`config.mk`:
```
export PLATFORM = sky130hd
export DESIGN_NAME = pd_iso_sequencer
export DESIGN_NICKNAME = d
export VERILOG_FILES = /design/src/rtl/pd_pkg.sv /design/src/rtl/pd_sync_2ff.sv /design/src/rtl/pd_iso_sequencer.sv
export SDC_FILE = /design/constraint.sdc
export NUM_CORES = 1
export LEC_CHECK = 0
export BUFFER_PORTS_ARGS = -buffer_cell sky130_fd_sc_hd__buf_2
export CORE_UTILIZATION = 40
export CTS_CLUSTER_SIZE = 10
export DETAILED_ROUTE_END_ITERATION = 10
export SYNTH_ARGS = -nofsm -noshare
export SYNTH_HDL_FRONTEND = slang
export SYNTH_HIERARCHICAL = 1
export SYNTH_SLANG_ARGS = --single-unit
```
`constraint.sdc`:
```
create_clock -name clk_i -period 5.8 [get_ports clk_i]
set_input_delay 0.87 -clock clk_i [delete_from_list [all_inputs] [get_ports clk_i]]
set_output_delay 0.87 -clock clk_i [all_outputs]
set_load 0.03 [all_outputs]
```
`src/rtl/pd_pkg.sv`:
```
// rtl/pd_pkg.sv - power-domain sequencer states, default timing and per-state output decode
package pd_pkg;

  localparam int unsigned ISO_SETUP_CYC_DEF  = 4;
  localparam int unsigned PWR_SETTLE_CYC_DEF = 8;
  localparam int unsigned TIMEOUT_CYC_DEF    = 64;

  typedef enum logic [2:0] {
    OFF,
    PWR_UP,
    SETTLE,
    ON,
    ISO,
    PWR_DN
  } pd_state_e;

  typedef struct packed {
    logic iso_en;
    logic pwr_sw_en;
    logic pwr_ack;
    logic busy;
  } pd_out_t;

  // Clamp is released only in ON; every other state keeps the crossing forced low.
  function automatic pd_out_t pd_state_outputs(input pd_state_e s);
    pd_out_t o;
    case (s)
      PWR_UP:  o = '{iso_en: 1'b1, pwr_sw_en: 1'b1, pwr_ack: 1'b1, busy: 1'b1};
      SETTLE:  o = '{iso_en: 1'b1, pwr_sw_en: 1'b1, pwr_ack: 1'b1, busy: 1'b1};
      ON:      o = '{iso_en: 1'b0, pwr_sw_en: 1'b1, pwr_ack: 1'b0, busy: 1'b0};
      ISO:     o = '{iso_en: 1'b1, pwr_sw_en: 1'b1, pwr_ack: 1'b0, busy: 1'b1};
      PWR_DN:  o = '{iso_en: 1'b1, pwr_sw_en: 1'b0, pwr_ack: 1'b0, busy: 1'b1};
      default: o = '{iso_en: 1'b1, pwr_sw_en: 1'b0, pwr_ack: 1'b1, busy: 1'b0};
    endcase
    return o;
  endfunction

  function automatic int unsigned pd_max3(input int unsigned a, input int unsigned b,
                                          input int unsigned c);
    int unsigned m;
    m = (a > b) ? a : b;
    return (m > c) ? m : c;
  endfunction

endpackage

```
`src/rtl/pd_sync_2ff.sv`:
```
// rtl/pd_sync_2ff.sv - two-flop synchronizer for always-on inputs, async active-low reset to 0
module pd_sync_2ff #(
  parameter int unsigned WIDTH = 1
) (
  input  logic             clk_i,
  input  logic             rst_ni,
  input  logic [WIDTH-1:0] d_i,
  output logic [WIDTH-1:0] q_o
);

  logic [WIDTH-1:0] meta_q;
  logic [WIDTH-1:0] sync_q;

  always_ff @(posedge clk_i or negedge rst_ni) begin
    if (!rst_ni) begin
      meta_q <= '0;
      sync_q <= '0;
    end else begin
      meta_q <= d_i;
      sync_q <= meta_q;
    end
  end

  assign q_o = sync_q;

endmodule

```
`src/rtl/pd_iso_sequencer.sv`:
```
// rtl/pd_iso_sequencer.sv - clamp/switch sequencer for one switchable power domain
module pd_iso_sequencer
  import pd_pkg::*;
#(
  parameter int unsigned ISO_SETUP_CYC  = ISO_SETUP_CYC_DEF,
  parameter int unsigned PWR_SETTLE_CYC = PWR_SETTLE_CYC_DEF,
  parameter int unsigned TIMEOUT_CYC    = TIMEOUT_CYC_DEF
) (
  input  logic clk_i,
  input  logic rst_ni,
  input  logic pwr_down_req_i,
  input  logic pwr_good_i,
  input  logic err_clr_i,
  output logic iso_en_o,
  output logic pwr_sw_en_o,
  output logic pwr_ack_o,
  output logic busy_o,
  output logic err_o
);

  localparam int unsigned TMR_MAX = pd_max3(ISO_SETUP_CYC, PWR_SETTLE_CYC, TIMEOUT_CYC);
  localparam int unsigned TMR_W   = $clog2(TMR_MAX + 1);

  localparam logic [TMR_W-1:0] ISO_LAST    = TMR_W'(ISO_SETUP_CYC - 1);
  localparam logic [TMR_W-1:0] SETTLE_LAST = TMR_W'(PWR_SETTLE_CYC - 1);
  localparam logic [TMR_W-1:0] TMO_LAST    = TMR_W'(TIMEOUT_CYC - 1);

  logic             pg_s;
  pd_state_e        state_q, state_d;
  logic [TMR_W-1:0] timer_q, timer_d;
  logic             err_q, err_d, err_set;
  pd_out_t          out_q, out_d;

  pd_sync_2ff #(
    .WIDTH(1)
  ) u_pg_sync (
    .clk_i (clk_i),
    .rst_ni(rst_ni),
    .d_i   (pwr_good_i),
    .q_o   (pg_s)
  );

  // Requests are only looked at in ON/OFF, so a started sequence always runs to completion.
  always_comb begin
    state_d = state_q;
    err_set = 1'b0;
    case (state_q)
      OFF: begin
        if (!pwr_down_req_i && !err_q) state_d = PWR_UP;
      end
      PWR_UP: begin
        if (pg_s) begin
          state_d = SETTLE;
        end else if (timer_q == TMO_LAST) begin
          state_d = OFF;
          err_set = 1'b1;
        end
      end
      SETTLE: begin
        if (timer_q == SETTLE_LAST) state_d = ON;
      end
      ON: begin
        if (!pg_s) begin
          state_d = PWR_DN;
          err_set = 1'b1;
        end else if (pwr_down_req_i) begin
          state_d = ISO;
        end
      end
      ISO: begin
        if (timer_q == ISO_LAST) state_d = PWR_DN;
      end
      PWR_DN: begin
        if (!pg_s) begin
          state_d = OFF;
        end else if (timer_q == TMO_LAST) begin
          state_d = OFF;
          err_set = 1'b1;
        end
      end
      default: state_d = OFF;
    endcase
  end

  assign timer_d = (state_d != state_q) ? '0 :
                   (timer_q == '1)      ? timer_q : timer_q + 1'b1;
  assign err_d   = err_set | (err_q & ~err_clr_i);
  assign out_d   = pd_state_outputs(state_d);

  always_ff @(posedge clk_i or negedge rst_ni) begin
    if (!rst_ni) begin
      state_q <= OFF;
      timer_q <= '0;
      err_q   <= 1'b0;
      out_q   <= pd_state_outputs(OFF);
    end else begin
      state_q <= state_d;
      timer_q <= timer_d;
      err_q   <= err_d;
      out_q   <= out_d;
    end
  end

  assign iso_en_o    = out_q.iso_en;
  assign pwr_sw_en_o = out_q.pwr_sw_en;
  assign pwr_ack_o   = out_q.pwr_ack;
  assign busy_o      = out_q.busy;
  assign err_o       = err_q;

endmodule
```
Word-level counts from Yosys, hierarchy flattened
Index checks and enable logic that the tools add are counted.

Bits in registers: 17. Bits of input ports: 5. Output and inout bits: 5.

Add/subtract/negate cells: 1. Equal/unequal tests: 16. Multiplexer cells: 17. Bitwise logic cells: 3. Reductions and logical operators: 5.

Operators with widths (count): 3-bit two-way mux (8); 3-bit case mux with 6 select lines (1); 4-bit case mux with 4 select lines (1); 7-bit two-way mux (2); 3-bit by 2-bit equality test with 1-bit output (second input constant) (4); 3-bit equality test (second input constant) (4); 7-bit by 1-bit adder with 7-bit output (second input constant) (1); 7-bit by 2-bit equality test with 1-bit output (second input constant) (1); 7-bit by 3-bit equality test with 1-bit output (second input constant) (1); 7-bit by 6-bit equality test with 1-bit output (second input constant) (1); 7-bit equality test (second input constant) (1); 3-bit by 1-bit equality test with 1-bit output (second input constant) (2); 1-bit two-way mux (4); 3-bit logical NOT (1); 3-bit inequality test (1); 1-bit case mux with 3 select lines (1); 1-bit logical NOT (2); 2-bit inequality test (second input constant) (1); 2-bit OR reduction (1); 1-bit bitwise AND (1); 1-bit logical AND (1); 1-bit inverter (1); 1-bit bitwise OR (1).

Logic depth before layout (Yosys ltp)
Word-level depth: 7. Gate-level depth with buffers: 6. Depth with buffers taken out: 6.

By module
Netlist, hierarchy kept.

Modules (own cells, without submodules): pd_iso_sequencer (instances 1, cells each 86, area an instance 828.3 um^2, sequential area each 377.9 um^2); pd_sync_2ff (instances 1, cells each 2, area an instance 50.0 um^2, sequential area each 50.0 um^2).

Worst setup path after synthesis
OpenSTA, ideal clock, no wires.

Path kind: input-to-reg. Start: in pwr_down_req_i. End: reg timer_q[3]. Library setup time: 0.087 ns. Data arrival time: 2.216 ns. Required time: 5.713 ns. Path slack: 3.497 ns. Stages on the path: 5. Path through: or4_1 -> a21o_1 -> and3_4 -> a311o_1 -> a211oi_2.

Longest elaborated chain between the ends: 6.

RTL lines: start, declared (RTL line pd_iso_sequencer.sv:11) `input logic pwr_down_req_i,`; 1-bit logical NOT (RTL line pd_iso_sequencer.sv:49) `if (!pwr_down_req_i && !err_q) state_d = PWR_UP;`; 1-bit logical AND (RTL line pd_iso_sequencer.sv:49); 3-bit two-way mux (RTL line pd_iso_sequencer.sv:49); 3-bit case mux with 6 select lines * (RTL line pd_iso_sequencer.sv:47) `case (state_q)`; 3-bit inequality test * (RTL line pd_iso_sequencer.sv:85) `assign timer_d = (state_d != state_q) ? '0 :`; 2-bit inequality test (no source line) or 7-bit two-way mux (tied branches); end signal, assigned (RTL line pd_iso_sequencer.sv:98) `timer_q <= timer_d;`; end, declared (RTL line pd_iso_sequencer.sv:30) `logic [TMR_W-1:0] timer_q, timer_d;`.

Every way passes the cells marked *; elsewhere a longest branch is shown, timed or not. A chain may end at the register's enable or synchronous reset.

Final worst setup path
Same ends and word-level chain as after synthesis.

==> reports/qor.yml <==
cts_resized: 0
critPathTopFamily: "compound AO/OA/AOI/OAI gates"
gr-total-overflow: 0
synth_top_cell_by_area: "dfrtp_1"
seqPwrFrac: 0.438
drtPass1Iterations: 6
tns_ns: 0
drt-total-wl_um: 1610
final.setup_skew_ns: 0.00663
setup_viol: 0
cp_cell_sequence: "buf_2, or4_1, a21o_1, and3_4, a311o_1, a211oi_2"
place.gp.congestion: 0.822
die_area_um2: 2390
critPathMaxStageDelay_ns: 0.47
rsz0062_at_grt: "no"
dpl-instance-area_um2: 940
portBuffers: 9
hp-class: "reg -> reg"
worstSkewPairLatency_ns: 0.29
drc: 0
hold_viol: 0
endpoint_kind: "flop"
power_frac_clock: 0.132
synth-edff-count: 0
cts-root-buf: "clkbuf_4"
syn_area_per_cell_um2: 9.98
ys_seq_area_frac: 0.487
seqCellArea_um2: 428
areaGrowthSynthToFinish_pct: 10.1
cts.sinks: 17
clk_pin_slew_ns: 0.09
yosysWarningCount: 6
synthTopCellsByCount: "dfrtp_1 (15), nor2_1 (11), a21oi_1 (4), nand2_1 (4), o21ai_0 (4)"
crit_path_start_kind: "input port"
synthCells: 88
critPathArrivalTime_ns: 2.42
diodes: 0
die_h_um: 48.9
vdd_drop_max_mv: 0.209
status: "complete, no violations"
path_buf_inv: 1
drive_above_1_share: 0.175
stdcell_area_um2: 967
syn-cell-area_um2: 878
ys_seq_elements: 17
grt_pass1_wl_um: 2640
synthTopCellsByArea: "dfrtp_1 (43%), dfstp_2 (6.0%), nor2_1 (4.7%)"
ant_nets: 0
async_reset_ff_frac: 1.00
max_slew_margin: 0.723
drt_iter0_markers: 10
drv_cap: 0
cts_made_buffers: 3
multi_input_area_um2: 422
fin_nets: 105
worst_pin_slew_ns: 0.411
p_leak_nw: 0.439
layout_min_cycle_time_ns: 2.21
power_frac_comb: 0.430
cts_buffer_depth: 2
sw_frac_of_total: 0.430
fmax_mhz: 453
htree_num_levels: 1
dr_total_vias: 692
intPower_mw: 0.264
timing.hold.ws_ns: 0.350
rows: 16
die_x_um: 48.9
critPathKind: "in -> reg"
fillCellCount: 195
holdBufCountCts: 0
period_share: 0.381
synth.most_common_cell: "dfrtp_1"
grt_pass1_vias: 608
post-cts-setup-buffers: 0
hpwl_um: 1200
cts_tree: "built"
total_power_mw: 0.462
worstPathRequired_ns: 6.01
synth-main-ff-cell: "dfrtp_1"
synth.distinct_cells: 40
routed_via_density: 5.58
core_area_um2: 2020
grtUsageTotal: 0.146
final_max_slew_viol_count: 0
power.density_cell_area_nw_per_um2: 478
cp_max_fo: 6
synthesis.nets: 95
reg2reg_slack_ns: 3.68
grt_max_degree: 18
synth_top_cell_area_share: 0.427
initial_utilization: 0.434
ioPinCount: 10
cpMaxStageDelayCell: "or4_1"
wl_per_cell_um: 13.0
antenna_found_initial: 0
power.switching_mw: 0.198
-- power groups by stage --
stage	Combinational [mW]	Clock [mW]	Sequential, mW
global route	0.219	0.0701	0.208
CTS	0.200	0.0659	0.201
detailed placement	0.199	0	0.204
global placement	0.197	0	0.202
finish	0.198	0.0610	0.203
floorplan	0.150	0	0.207
-- stage by stage --
step	setup slack [ns]	utilization	instances
after floorplan	3.50	-	88
after global placement	3.32	0.465	120
after detailed placement	3.30	0.465	120
after CTS	3.61	0.478	124
after global routing	3.53	0.478	124
final	3.59	0.478	124
-- registers in the layout (all words and copies together), names as in the netlist --
| signal | cells |
|---|---|
| pwr_sw_en_o | 1 |
| state_q | 3 |
| pwr_ack_o | 1 |
| u_pg_sync/q_o | 1 |
| err_o | 1 |
| timer_q | 7 |
| u_pg_sync/meta_q | 1 |
| busy_o | 1 |
| iso_en_o | 1 |
-- kinds of logic after synthesis --
logic type      synth area share
simple gates               0.249
compound gates             0.160
flops                      0.487
buf+inv                   0.0328
xor+xnor                  0.0199
mux                       0.0228
fa+ha+maj                 0.0285
-- cell usage in the layout (no fill, tap or decap), types with 2 or more instances in the layout --
master	instances
o21ai_0	4
mux2i_1	2
buf_2	9
a31oi_1	3
nor2b_1	2
a21oi_1	4
nor2_1	11
nand2_1	4
nand3_1	2
nor4_1	3
dfrtp_1	15
inv_1	3
ha_1	2
and3_1	2
nand2b_1	2
dfstp_2	2
clkbuf_4	3
-- layout make-up --
| type | instances | share of cell area |
|---|---|---|
| repair buffers | 9 | 0.0466 |
| multi-input cells | 64 | 0.436 |
| clock inverters | 1 | 0.00517 |
| inverters | 3 | 0.0116 |
| well taps | 27 | 0.0349 |
| clock buffers | 3 | 0.0233 |
| flip-flops and latches | 17 | 0.442 |
-- worst paths after layout --
kind | depth (start not counted) | to | from
min in group asynchronous | 1 | busy_o | rst_ni
setup reg to reg | 5 | timer_q[3] | state_q[0]
hold / removal | 0 | u_pg_sync/q_o | u_pg_sync/meta_q
hold reg to reg | 0 | u_pg_sync/q_o | u_pg_sync/meta_q
setup / recovery | 6 | timer_q[3] | pwr_down_req_i
max in group asynchronous | 1 | iso_en_o | rst_ni
-- per-layer routing --
| layer | wire length [um] | vias up | global-route usage |
|---|---|---|---|
| met4 | 17 | 0 | 0.0588 |
| met1 | 803 | 332 | 0.198 |
| met3 | 54 | 2 | 0.0374 |
| met5 | 0 | - | 0 |
| li1 | - | 343 | - |
| met2 | 733 | 15 | 0.222 |
-- worst register-to-register path, cell delays in order (launching register included) --
cell and delay, ns:
dfrtp_1 0.51, or4_1 0.57, a21o_1 0.20, and3_4 0.15, a311o_1 0.44, a211oi_2 0.16
Power figures use the tool's default switching activity.
